==> src/rtl/tdl_pkg.sv <==
// tdl_pkg: FSM states, width helpers and saturating add for the tapped delay line
package tdl_pkg;
  typedef enum logic [1:0] {IDLE, SLEW, SETTLE, DONE} state_e;
  function automatic int tap_count(int bits);
    return 2 ** bits;
  endfunction
  function automatic int ch_w(int n);
    return n > 1 ? $clog2(n) : 1;
  endfunction
  function automatic int sat_add(int a, int b, int hi);
    return a + b < 0 ? 0 : (a + b > hi ? hi : a + b);
  endfunction
endpackage

==> src/rtl/tdl_chain.sv <==
// tdl_chain: one channel of delay cells with a tap select mux (tap 0 is the undelayed input)
module delay_chain (
  input  logic in_i,
  output logic out_o
);
  assign out_o = in_i;
endmodule

module tdl_chain
  import tdl_pkg::*;
#(
  parameter int DELAY_BITS = 5
) (
  input  logic                  in_i,
  input  logic [DELAY_BITS-1:0] sel_i,
  output logic                  out_o
);
  localparam int TAPS = tap_count(DELAY_BITS);
  logic [TAPS-1:0] node;
  for (genvar g = 0; g < TAPS; g++) begin : s
    logic d;
    if (g == 0) begin : b
      assign d = in_i;
    end else begin : b
      delay_chain u_cell (.in_i(s[g-1].d), .out_o(d));
    end
    assign node[g] = d;
  end
  assign out_o = node[sel_i];
endmodule

==> src/rtl/tdl_slew_ctrl.sv <==
// tdl_slew_ctrl: multi-channel tapped delay line with a stepped tap-update FSM; TDL_SLEW_EN enables stepped slewing, otherwise taps jump in one edge
module tdl_slew_ctrl
  import tdl_pkg::*;
#(
  parameter int DELAY_BITS = 5,
  parameter int CHANNELS   = 2,
  parameter int STEP       = 1,
  parameter int SETTLE_CYC = 4,
  parameter int RESET_TAP  = 0
) (
  input  logic                           clk,
  input  logic                           rst,
  input  logic [CHANNELS-1:0]            dly_in,
  output logic [CHANNELS-1:0]            dly_out,
  input  logic                           cmd_valid,
  output logic                           cmd_ready,
  input  logic [ch_w(CHANNELS)-1:0]      cmd_ch,
  input  logic                           cmd_rel,
  input  logic [DELAY_BITS:0]            cmd_val,
  output logic [CHANNELS*DELAY_BITS-1:0] tap_cur,
  output logic                           busy,
  output logic                           done,
  output logic                           sat
);
  localparam int TAP_MAX = tap_count(DELAY_BITS) - 1;
  localparam int CW = ch_w(CHANNELS);
`ifdef TDL_SLEW_EN
  localparam int STEP_EFF = STEP;
`else
  localparam int STEP_EFF = STEP > TAP_MAX ? STEP : TAP_MAX;
`endif
  localparam logic signed [DELAY_BITS:0] STEP_S = (DELAY_BITS+1)'(STEP_EFF);
  localparam state_e FIN = SETTLE_CYC == 0 ? DONE : SETTLE;
  state_e state_q, state_d;
  logic [DELAY_BITS-1:0] tap_q [CHANNELS];
  logic [DELAY_BITS-1:0] tap_d [CHANNELS];
  logic [CW-1:0] ch_q, ch_d;
  logic [DELAY_BITS-1:0] tgt_q, tgt_d;
  logic [7:0] cnt_q, cnt_d;
  logic sat_q, sat_d;
  logic [DELAY_BITS-1:0] acc_cur, cur, acc_tgt, nxt;
  logic signed [DELAY_BITS:0] diff, step;
  int rel_sum;
  logic rel_sat;
  assign acc_cur = tap_q[cmd_ch];
  assign cur = tap_q[ch_q];
  assign rel_sum = sat_add(int'(acc_cur), int'($signed(cmd_val)), TAP_MAX);
  assign rel_sat = rel_sum != int'(acc_cur) + int'($signed(cmd_val));
  assign acc_tgt = cmd_rel ? DELAY_BITS'(rel_sum) : cmd_val[DELAY_BITS-1:0];
  assign diff = $signed({1'b0, tgt_q}) - $signed({1'b0, cur});
  assign step = diff > STEP_S ? STEP_S : (diff < -STEP_S ? -STEP_S : diff);
  assign nxt = DELAY_BITS'($signed({1'b0, cur}) + step);
  assign cmd_ready = state_q == IDLE;
  assign busy = state_q != IDLE;
  assign done = state_q == DONE;
  assign sat = done & sat_q;
  for (genvar g = 0; g < CHANNELS; g++) begin : ch
    assign tap_cur[g*DELAY_BITS +: DELAY_BITS] = tap_q[g];
    tdl_chain #(.DELAY_BITS(DELAY_BITS)) u_chain (
      .in_i (dly_in[g]),
      .sel_i(tap_q[g]),
      .out_o(dly_out[g])
    );
  end
  // command accept, bounded tap stepping and settle countdown
  always_comb begin
    state_d = state_q;
    tap_d = tap_q;
    ch_d = ch_q;
    tgt_d = tgt_q;
    cnt_d = cnt_q;
    sat_d = sat_q;
    case (state_q)
      IDLE: if (cmd_valid) begin
        ch_d = cmd_ch;
        tgt_d = acc_tgt;
        sat_d = cmd_rel & rel_sat;
        cnt_d = 8'(SETTLE_CYC);
        state_d = acc_tgt != acc_cur ? SLEW : FIN;
      end
      SLEW: begin
        tap_d[ch_q] = nxt;
        cnt_d = 8'(SETTLE_CYC);
        state_d = nxt == tgt_q ? FIN : SLEW;
      end
      SETTLE: begin
        cnt_d = cnt_q - 8'd1;
        state_d = cnt_q <= 8'd1 ? DONE : SETTLE;
      end
      default: state_d = IDLE;
    endcase
  end
  // state and tap registers; reset aborts any command in flight
  always_ff @(posedge clk) begin
    if (rst) begin
      state_q <= IDLE;
      tap_q <= '{default: DELAY_BITS'(RESET_TAP)};
      ch_q <= '0;
      tgt_q <= '0;
      cnt_q <= '0;
      sat_q <= 1'b0;
    end else begin
      state_q <= state_d;
      tap_q <= tap_d;
      ch_q <= ch_d;
      tgt_q <= tgt_d;
      cnt_q <= cnt_d;
      sat_q <= sat_d;
    end
  end
endmodule

==> config.mk <==
export PLATFORM = sky130hd
export DESIGN_NAME = tdl_slew_ctrl
export DESIGN_NICKNAME = d
export VERILOG_FILES = /design/src/rtl/tdl_pkg.sv /design/src/rtl/tdl_chain.sv /design/src/rtl/tdl_slew_ctrl.sv
export SDC_FILE = /design/constraint.sdc
export NUM_CORES = 1
export LEC_CHECK = 0
export CAP_MARGIN = 0
export CORE_MARGIN = 4
export CORE_UTILIZATION = 45
export CTS_CLUSTER_SIZE = 10
export DETAILED_ROUTE_END_ITERATION = 7
export GPL_TIMING_DRIVEN = 0
export PLACE_DENSITY = 0.69
export SYNTH_ARGS = -nofsm -noshare
export SYNTH_HDL_FRONTEND = slang
export SYNTH_SLANG_ARGS = --single-unit
==> constraint.sdc <==
create_clock -name clk -period 8.3 [get_ports clk]
set_input_delay 0.83 -clock clk [delete_from_list [all_inputs] [get_ports clk]]
set_output_delay 0.83 -clock clk [all_outputs]
set_load 0.01 [all_outputs]
* Yosys cells after proc, flatten, opt, wreduce, memory -nomap -nowiden *
Index checks and enable logic that the tools add are counted.

storage, ports and cells
  register bits after elaboration = 27
  word-level logic and storage cells = 63

operators by class
  $lt $le $gt $ge = 10
  add/subtract/negate cells = 4
  mux-type cells = 25
  bitwise logic cells = 4
  reductions and logical operators = 6
  eq/ne operators = 7

operators by type and width
  cell                                                             number
  2-to-1 mux 32 bit                                                2
  2-to-1 mux 5 bit                                                 10
  inequality test 32 x 7 -> 1 bit                                  1
  one-hot mux 8 bit (3 select lines)                               1
  < comparator 5 x 6 -> 1 bit (second input constant)              2
  binary-select mux 1 bit (select 5 bit)                           2
  bitwise mux 10 bit                                               1
  less-or-equal comparator 8 x 1 -> 1 bit (second input constant)  1
  2-to-1 mux 8 bit                                                 1
  subtractor 8 x 1 -> 8 bit (second input constant)                1
  adder 6 x 6 -> 7 bit                                             1
  > comparator 7 x 6 -> 1 bit (second input constant)              1
  < comparator 7 x 1 -> 1 bit (second input constant)              1
  > comparator 6 bit (second input constant)                       1
  < comparator 6 bit (second input constant)                       1
  2-to-1 mux 2 bit                                                 3
  one-hot mux 2 bit (3 select lines)                               1
  subtractor 5 x 5 -> 6 bit                                        1
  adder 5 bit                                                      1
  demux 5 bit (select 1 bit)                                       1
  equality test 5 bit                                              1
  inequality test 5 bit                                            1
  equality test 2 bit (second input constant)                      2
  >= comparator 2 bit (second input constant)                      2
  11 further kinds                                                 16

* Logic depth before layout (Yosys ltp) *
Gate-level depths: netlist (run 1).

  depth in word-level cells = 13
  depth in mapped cells = 18
  gate-level depth less buffers = 17

* Hierarchy *
A second synthesis (run 1) with hierarchy kept.

second synthesis, totals
  cells, all modules = 435
  area, all modules = 3528.4 um^2

by module, submodules not included
  module         sequential area each (um^2)  cells an instance  area an instance (um^2)  instances
  tdl_slew_ctrl  540.5                        291                2412.3                   1
  tdl_chain      0.0                          41                 325.3                    2
  delay_chain    0.0                          1                  7.5                      62

* Worst setup path after synthesis (run 1) *
Ideal clock, no wire load.

  kind = register to register
  from = register ch_q
  to = register state_q[0]
  arrival time = 4119 ps
  setup slack = 4111 ps
  required time = 8230 ps
  path buffers = 1
  cell stages (with the launch flop) = 19
  path through = dfxtp_1 -> clkbuf_1 -> mux2_2 -> ha_1 -> fa_1 -> nor2b_1 -> o21ai_0 -> xor2_1 -> nand2_1 -> a21oi_1 -> nand2b_1 -> ha_1 -> fa_1 -> a21o_1 -> a21oi_1 -> xnor2_1 -> xor3_1 -> a311o_1 -> o2bb2ai_1

between the ends
  longest elaborated chain between the ends = 12
  elaborated cells on any way between the ends = 13
  classes of those cells = 2 x add/sub; 2 x order compare; 1 x eq/ne; 7 x mux; 1 x bitwise

ends and longest elaborated chain
  item                                                      line                  text
  start, declared                                           tdl_slew_ctrl.sv:37   logic [CW-1:0] ch_q, ch_d;
  start signal, assigned                                    tdl_slew_ctrl.sv:105  ch_q <= ch_d;
  inverter 1 -> 2 bit (implied by the code) (*)             tdl_slew_ctrl.sv:46   assign cur = tap_q[ch_q];
  2-to-1 mux 5 bit (implied by the code) (*) (3 in series)  tdl_slew_ctrl.sv:46
  subtractor 5 x 5 -> 6 bit                                 tdl_slew_ctrl.sv:50   assign diff = $signed({1'b0, tgt_q}) - $signed({1'b0, cur});
  < comparator 6 bit                                        tdl_slew_ctrl.sv:51   assign step = diff > STEP_S ? STEP_S : (diff < -STEP_S ? -STEP_S : diff);
  2-to-1 mux 5 bit (2 in series)                            tdl_slew_ctrl.sv:51
  adder 5 bit (*)                                           tdl_slew_ctrl.sv:52   assign nxt = DELAY_BITS'($signed({1'b0, cur}) + step);
  equality test 5 bit (*)                                   tdl_slew_ctrl.sv:84   state_d = nxt == tgt_q ? FIN : SLEW;
  2-to-1 mux 2 bit (*)                                      tdl_slew_ctrl.sv:84
  one-hot mux 2 bit (3 select lines) (*)                    tdl_slew_ctrl.sv:73   case (state_q)
  end signal, assigned                                      tdl_slew_ctrl.sv:103  state_q <= state_d;
  end, declared                                             tdl_slew_ctrl.sv:34   state_e state_q, state_d;

Mark *: on every way between the ends. The rest lies on a longest branch, timed or not. The select of a mux whose other input is x is not followed.
A chain may end at the register's enable or synchronous reset.

* Final worst setup path (run 1) *
Same ends and word-level chain as after synthesis.

==> results of run 1 <==
## worst max-delay path, delay by kind of cell, from the launching register on
| kind | cells | cell delay (ns) |
|---|---|---|
| AOI/OAI and AO/OA | 6 | 1.11 |
| xor gates and xnor gates | 3 | 0.81 |
| adders and majority gates | 4 | 1.24 |
| buffers and inverters | 1 | 0.40 |
| DFF | 1 | 0.32 |
| muxes | 1 | 0.41 |
| and+or+nand+nor | 2 | 0.34 |
## synth_stat cells (all sizes together), types with 2 or more instances
cell    count  area, µm²
buf         6      47.54
dfxtp      27      540.5
xnor2      11      111.4
o21bai      3      22.52
a221oi      2      23.77
a211oi      5      50.05
xor2        5      43.79
or2         5      31.28
nor2       48      180.2
nand3b      2      15.01
nand2b      4      25.02
o22ai       3      18.77
ha         17      212.7
a21o        3      22.52
o21a        5      38.79
o31a        2      17.52
nand2      12      45.04
mux2        2      26.27
mux2i      17      170.2
a311oi      2      23.77
o31ai       4      43.79
o211ai      2      15.01
inv        17      63.81
nor3b       2      15.01
nor3       11      55.05
nand4       2      12.51
and2        3      18.77
clkbuf      8      30.03
a21oi      30      150.1
nor2b       5      38.78
nand3       3      15.01
o21ai       9      48.80
fa          3      60.06
a31oi       2      12.51
## stage by stage
step	hold WS [ns]	cell area, µm²	std cells	util	setup slack (ns)
floorplan	0.4488	2401	298	-	4.111
global placement	0.4604	2729	392	0.5309	3.660
detailed placement	0.4768	2729	392	0.5309	3.641
CTS	0.4971	2774	396	0.5397	3.567
global route	0.5255	2774	396	0.5397	3.190
finish	0.4938	2774	396	0.5397	3.599
## state kept, by name, summed over array words and instances (netlist names)
| signal | cells |
|---|---|
| state_q | 2 |
| tap_cur | 10 |
| ch_q | 1 |
| cnt_q | 8 |
| sat_q | 1 |
| tgt_q | 5 |
## logic make-up after synthesis
family          share of synthesized area
fa+ha+maj                          0.1136
xor+xnor                          0.07452
simple gates                       0.2136
compound gates                     0.2324
flops                              0.2251
buf+inv                           0.05888
mux                               0.08181
## cell type report
type	count	area (µm²)
repair buffers	24	240.2
flip-flops and latches	27	540.5
inverters	17	63.81
plain buffers	14	77.57
clock buffers	4	45.04
multi-input cells	240	1719
fillers	519	2366
well taps	70	87.58
## metal layers
layer,GRT usage,vias to the layer above
li1,-,1117
met1,0.2368,1002
met3,0.03104,6
met5,0,-
met2,0.3038,43
met4,0.03041,0
## power by group through the flow
stage | Sequential (mW) | Combinational (mW) | Clock, mW
global route | 0.193 | 0.794 | 0.0851
detailed placement | 0.191 | 0.705 | 0
global placement | 0.190 | 0.695 | 0
CTS | 0.188 | 0.709 | 0.0776
floorplan | 0.190 | 0.539 | 0
finish | 0.187 | 0.709 | 0.0766
## final timing paths
check / slack, ns / to / start / cells past startpoint
worst min-delay path: 0.49 / sat_q / sat_q / 2
worst max register to register: 3.60 / state_q[0] / ch_q / 17
worst min register to register: 0.49 / sat_q / sat_q / 2
worst max-delay path: 3.60 / state_q[0] / ch_q / 17
==> flow_summary.yaml, run 1 <==
power:
  p_leak_nw: 1.162
  internal-power_uw: 515.6
  p_sw_frac: 0.4700
  vdd_ir_drop_max_mv: 0.2191
  clockPowerShare: 0.079
  p_switching_uw: 457.2
  p_per_area_nw_per_um2: 350.7
  pwr-share-seq: 0.193
  totalPowerFinal_uw: 972.9
  power.share.combinational: 0.729
layout:
  nNetsFinal: 360
  layout_commonest_cell: "nor2_1"
  mostFrequentLayoutCells: "nor2_1 (48), a21oi_1 (30), dfxtp_1 (27), clkdlybuf4s50_1 (24)"
  drive_above_1_share: 0.08589
  area_delta_synth_final_pct: 15.53
  diodes: 0
hold_path:
  min-delay-path-class: "reg -> reg"
sta:
  rsz0062_at_grt: "false"
  finalMaxSlewViolations: 0
  period_share: 0.5663
  fin_skew_ns: 0.003371
  tightest_slew_ns: 1.117
  relSlewSlack: 0.2538
  tns_ns: 0
  period_needed_ns: 4.701
  setup_viol: 0
  finalHoldViolations: 0
  clock.fmax_ghz: 0.2127
floorplan:
  die_area_um2: 6568
  io-pin-count: 29
  initial_core_util: 0.4671
  num_rows: 26
  die_w_um: 81.05
  die_h_um: 81.05
  core_area_um2: 5140
detailed_routing:
  wl_met2_um: 2597
  firstDrtPassIters: 5
  ant_nets: 0
  vias: 2168
  drc: 0
  m1WireLength_um: 2670
  drt_iter0_markers: 169
  detail_route.wl_per_cell_um: 14.01
  wl_met3_um: 246
  avgViaCountPerCell: 5.475
  routed_wl_um: 5549
  maxUsedRoutingLayer: "met4"
clock_tree:
  h-tree-depth: 1
  cts_sinks: 27
  postCtsSetupBuffers: 0
  cts.path.max_buffers: 2
  cts_made_buffers: 3
  cts_tree: "yes"
  cts_resized: 0
  path_clk_slew_ns: 0.09
  cts-root-buf: "clkbuf_8"
  hold_buffers: 0
  clk_latency_ns: 0.28
setup_path:
  arrival_ns: 4.92
  crit_fanout: 8
  endpoint_kind: "register"
  crit_path_max_incr_delay_ns: 0.43
  start_kind: "register"
  cpMaxStageDelayCell: "xor3_1"
  crit_chain: "clkbuf_1 -> mux2_2 -> ha_1 -> fa_1 -> nor2b_1 -> o22ai_1 -> xor2_1 -> a21oi_1 -> nand2b_1 -> ha_1 -> fa_1 -> a21o_1 -> a21oi_1 -> xnor2_1 -> xor3_1 -> a311o_1 -> o2bb2ai_1"
  path_class: "reg -> reg"
  crit_required_ns: 8.52
place:
  portBuffers: 24
  gp_congestion: 0.8605
  dp.final_hpwl_um: 4452
yosys:
  ys_types: 63
  yosys_warnings: 0
  syn-num-nets: 331
  synth.avg_cell_area_um2: 8.057
  seq_area_frac_synth: 0.2251
  ys_ff_latch: 27
  synthArstFlopShare: 0
  synth_area_um2: 2401
  synthFlopType: "dfxtp_1"
  synth_edf_count: 0
  syn_inst: 298
run:
  cap_violations: 0
status:
  status: "finished clean"
grt:
  grt_max_degree: 15
  grt_pass1_vias: 2042
  antenna_found_initial: 0
  grt.overflow.total: 0
  grt_pass1_wl_um: 9335
  gr-usage-all-layers: 0.1778
Power figures use the tool's default switching activity.
==> run 2, diff against run 1 <==
Clock period 8.3 ns to 4.6 ns, I/O delays scaled along.
==> run 2 against run 1 <==
Compared with the run above:
- sequential share of layout area grew 0.11 points
- highest routed layer unchanged
- critical path depth is 1 lower
- critical path type unchanged
- sequential power up 84%
- critical endpoint unchanged
- non-clock buffer count is 1 lower
- die area stayed put
- global-route usage stayed put
==> flow_summary.yaml, run 2 (synthesized netlist as in run 1, its figures left out) <==
layout:
  largest_reg_flops: 10
  mostFrequentLayoutCells: "nor2_1 (48), a21oi_1 (29), dfxtp_1 (26), clkdlybuf4s50_1 (24)"
  area_delta_synth_final_pct: 15.69
  final_util: 0.5404
  nNetsFinal: 359
  instances_no_fill: 395
  layout_commonest_cell: "nor2_1"
  diodes: 0
  drive_above_1_share: 0.09231
grt:
  gr-usage-all-layers: 0.1778
  top_usage_layer: "met2"
  grt.overflow.total: 0
  grt_max_degree: 15
  grt_use_met3: 0.03104
  grt_pass1_wl_um: 9335
  use_met2: 0.3021
  grt_use_met1: 0.2382
  antenna_found_initial: 0
  grt_pass1_vias: 2035
floorplan:
  num_rows: 26
  initial_core_util: 0.4671
  die_h_um: 81.05
  die_w_um: 81.05
  die_area_um2: 6568
  core_area_um2: 5140
  io-pin-count: 29
clock_tree:
  cts_tree: "yes"
  clk_latency_ns: 0.27
  cts_sinks: 27
  path_clk_slew_ns: 0.09
  cts_made_buffers: 3
  cts-root-buf: "clkbuf_8"
  h-tree-depth: 1
  hold_buffers: 0
  cts.path.max_buffers: 2
detailed_routing:
  avgViaCountPerCell: 5.534
  routed_wl_um: 5528
  vias: 2186
  ant_nets: 0
  drt_iter0_markers: 162
  firstDrtPassIters: 4
  detail_route.wl_per_cell_um: 13.99
  drc: 0
sta:
  period_share: 0.9222
  tightest_slew_ns: 1.097
  finalHoldViolations: 0
  fin_skew_ns: 0.001461
  finalMaxSlewViolations: 0
  fin_ws_ns: 0.3578
  period_needed_ns: 4.242
  relSlewSlack: 0.2673
  setup_viol: 0
  rsz0062_at_grt: "false"
  clock.fmax_ghz: 0.2357
  tns_ns: 0
  holdWs_ns: 0.4933
setup_path:
  crit_family: "adder cells"
  reg2reg_slack_ns: 0.36
  start_kind: "register"
  endpoint: "state_q[0]"
  endpoint_kind: "register"
  path_depth: 16
  crit_required_ns: 4.81
  path_class: "reg -> reg"
  arrival_ns: 4.45
  crit_path_max_incr_delay_ns: 0.43
  cpMaxStageDelayCell: "dfxtp_4"
  crit_chain: "mux2_2 -> ha_1 -> fa_1 -> nor2b_1 -> o22ai_1 -> xor2_1 -> a21oi_2 -> nand2b_1 -> ha_1 -> fa_1 -> a21o_1 -> a21oi_1 -> xnor2_1 -> xor3_1 -> a311o_1 -> o2bb2ai_1"
  r2r_end: "state_q[0]"
  crit_fanout: 8
  worstReg2RegStart: "ch_q"
  startpoint: "ch_q"
  r2r_cells: 16
  path_buf_inv: 0
place:
  placed_cells: 392
  gp_congestion: 0.8605
  dp.final_hpwl_um: 4452
  pre_cts_ws_ns: -0.05893
  portBuffers: 24
power:
  vdd_ir_drop_max_mv: 0.3922
  p_leak_nw: 1.155
  p_per_area_nw_per_um2: 638.9
hold_path:
  min_path_cells: 2
  min-delay-path-class: "reg -> reg"
  hp-start: "sat_q"
run:
  cap_violations: 0
status:
  status: "finished clean"
run 2: cell count changes in the layout (fill, tap and decap cells not counted), sizes merged:
cell	delta
clkbuf	-1
run 2: final cells by class:
class                           count  area [µm²]
Buffer                             13       73.82
Clock buffer                        4       45.04
Fill cell                         520        2362
Inverter                           17       63.81
Multi-Input combinational cell    240        1723
Sequential cell                    27       544.3
Tap cell                           70       87.58
Timing Repair Buffer               24       240.2
run 2: power by group:
part | switching [mW] | total (mW) | internal [mW]
sequential | 0.0544 | 0.344 | 0.289
combinational | 0.703 | 1.29 | 0.590
clock | 0.0757 | 0.138 | 0.0622
total | 0.833 | 1.77 | 0.942
run 2: worst reg2reg max path, delay by kind of cell, from the launching register on:
family,cells,cell delay [ns]
adder cells (fa/ha/maj),4,1.24
AND/OR/NAND/NOR,2,0.33
XOR/XNOR,3,0.73
AO/OA/AOI/OAI,6,1.08
flip-flops,1,0.43
multiplexers,1,0.37
run 2: layer usage:
metal  share of wire  wire length [µm]
met1            0.49              2723
met2            0.46              2548
met3           0.037               206
met4          0.0090                50
met5               0                 0
run 2: worst min-delay path by stage:
stage / endpoint
3_5_place_dp: sat_q
4_1_cts: sat_q
5_1_grt: ch_q
6_report: sat_q
3_3_place_gp: sat_q
2_1_floorplan: sat_q
run 2: per-stage QoR:
step	cell area (µm²)	power, mW
after floorplan	2401	1.315
after global placement	2729	1.597
after CTS	2770	1.756
after detailed placement	2729	1.616
final	2778	1.775
after global routing	2778	1.952
run 2: repair_timing:
action | in CTS | in global routing
gates resized for setup | 0 | 3
setup endpoints to repair | 1 | 2
setup buffers | 0 | 0
pin swaps | 0 | 1
cloned | 0 | 0
endpoints found under the hold margin | 0 | 0
==> run 3, diff against run 2 <==
Settings changed: CAP_MARGIN 0 to 20, GPL_ROUTABILITY_DRIVEN from default to 0.
Clock period 4.6 ns to 4.3 ns, I/O delays scaled along.
==> run 3 against run 2 <==
Compared with the run above:
- maximum frequency grew 5.4%
- first-iteration DRC count shrank 26%
- core utilization grew 0.71 points
- clock power grew 6%
- cell count grew 0.51%
- routed wire length grew 1.9%
- sequential power grew 7.0%
- critical endpoint unchanged
==> flow_summary.yaml, run 3 (synthesized netlist as in run 1, its figures left out) <==
status:
  status: "finished clean"
detailed_routing:
  drt_iter0_markers: 120
  wl_met3_um: 174
  firstDrtPassIters: 5
  drc: 0
  m1WireLength_um: 2723
  detail_route.wl_per_cell_um: 14.19
  wl_met2_um: 2695
  maxUsedRoutingLayer: "met4"
  vias: 2182
  ant_nets: 0
  avgViaCountPerCell: 5.496
  routed_wl_um: 5634
floorplan:
  die_h_um: 81.05
  die_w_um: 81.05
  initial_core_util: 0.4671
  die_area_um2: 6568
  core_area_um2: 5140
  io-pin-count: 29
  num_rows: 26
sta:
  finalHoldViolations: 0
  setup_viol: 0
  period_share: 0.9364
  holdWs_ns: 0.4700
  finalMaxSlewViolations: 0
  clock.fmax_ghz: 0.2483
  fin_skew_ns: 0.001437
  tightest_slew_ns: 1.120
  period_needed_ns: 4.027
  relSlewSlack: 0.2520
setup_path:
  endpoint_kind: "register"
  crit_required_ns: 4.51
  crit_fanout: 8
  reg2reg_slack_ns: 0.27
  worstReg2RegStart: "ch_q"
  start_kind: "register"
  startpoint: "ch_q"
  path_class: "reg -> reg"
  arrival_ns: 4.24
layout:
  nNetsFinal: 361
  largest_reg_flops: 10
  mostFrequentLayoutCells: "nor2_1 (48), a21oi_1 (28), dfxtp_1 (26), clkdlybuf4s50_1 (24), mux2i_1 (17)"
  ff_latch_area_um2: 544.3
  n_fill_cell: 514
  area_delta_synth_final_pct: 17.20
  drive_above_1_share: 0.1162
  multiInputGateArea_um2: 1744
  instances_no_fill: 397
  diodes: 0
  layout_commonest_cell: "nor2_1"
power:
  pwr-share-seq: 0.190
  p_leak_nw: 1.169
  p_per_area_nw_per_um2: 688.1
  vdd_ir_drop_max_mv: 0.4419
  power.share.combinational: 0.734
  p_sw_frac: 0.4678
  clockPowerShare: 0.075
  internal-power_mw: 1.030
  p_switching_uw: 905.7
clock_tree:
  h-tree-depth: 1
  path_clk_slew_ns: 0.09
  cts_sinks: 27
  cts_tree: "yes"
  cts-root-buf: "clkbuf_8"
  cts.path.max_buffers: 2
  hold_buffers: 0
  cts_made_buffers: 3
  clk_latency_ns: 0.27
grt:
  grt.overflow.total: 0
  grt_max_degree: 15
  gr-usage-all-layers: 0.1778
  antenna_found_initial: 0
  grt_pass1_wl_um: 9335
  grt_pass1_vias: 2034
hold_path:
  min-delay-path-class: "in -> reg"
  hp-start: "cmd_ch"
place:
  portBuffers: 24
  dp.final_hpwl_um: 4452
  placed_cells: 392
run:
  cap_violations: 0
[run 3: cell count changes in the layout (fill, tap and decap cells not counted), sizes merged]
cell / change
buf: +2
[run 3: through the flow]
| stage | worst slack [ns] | setup TNS [ns] | total power, mW | cell area, µm² | utilization |
|---|---|---|---|---|---|
| floorplan | 0.1113 | 0 | 1.407 | 2401 | - |
| global placement | -0.3401 | -0.4230 | 1.709 | 2729 | 0.5309 |
| detailed placement | -0.3589 | -0.4556 | 1.728 | 2729 | 0.5309 |
| CTS | 0.03500 | 0 | 1.891 | 2774 | 0.5397 |
| global route | -0.008764 | -0.008764 | 2.128 | 2814 | 0.5475 |
| finish | 0.2734 | 0 | 1.936 | 2814 | 0.5475 |
[run 3: metal layers]
metal,up-vias,global-route usage
li1,1123,-
met5,-,0
met1,1017,0.2382
met2,34,0.3021
met3,8,0.03104
met4,0,0.03041
[run 3: layout make-up]
type,instances,share of cell area
plain buffers,13,0.02623
multi-input cells,240,0.6198
well taps,70,0.03112
flip-flops and latches,27,0.1934
clock buffers,4,0.01601
inverters,17,0.02268
repair buffers,26,0.09071
[run 3: power by group through the flow]
stage                     sequential [mW]  combinational, mW  clock (mW)
after floorplan                     0.367               1.04           0
after global placement              0.367               1.34           0
after global routing                0.379               1.58       0.164
after CTS                           0.368               1.37       0.150
after detailed placement            0.368               1.36           0
final                               0.368               1.42       0.146
[run 3: timing repair]
action	CTS	global route
resized for setup	2	7
pin swaps	1	3
setup buffers	0	2
hold endpoints to repair	0	0
setup endpoints to repair	2	2
[run 3: worst max-delay path, stage by stage (launching register included)]
cell,delay (ns)
dfxtp_4,0.43
mux2_2,0.37
ha_1,0.21
fa_2,0.37
nor2b_2,0.14
o22ai_1,0.10
xor2_1,0.24
a21oi_2,0.12
nand2b_1,0.16
ha_2,0.19
fa_2,0.36
a21o_1,0.19
a21oi_2,0.17
xnor2_2,0.15
xor3_1,0.31
a311o_1,0.34
o2bb2ai_1,0.13
[run 3: path summary, 6_finish.rpt]
path	to	cells after the start
max	state_q[0]	16
min	ch_q	3
max reg2reg	state_q[0]	16
min reg2reg	sat_q	2
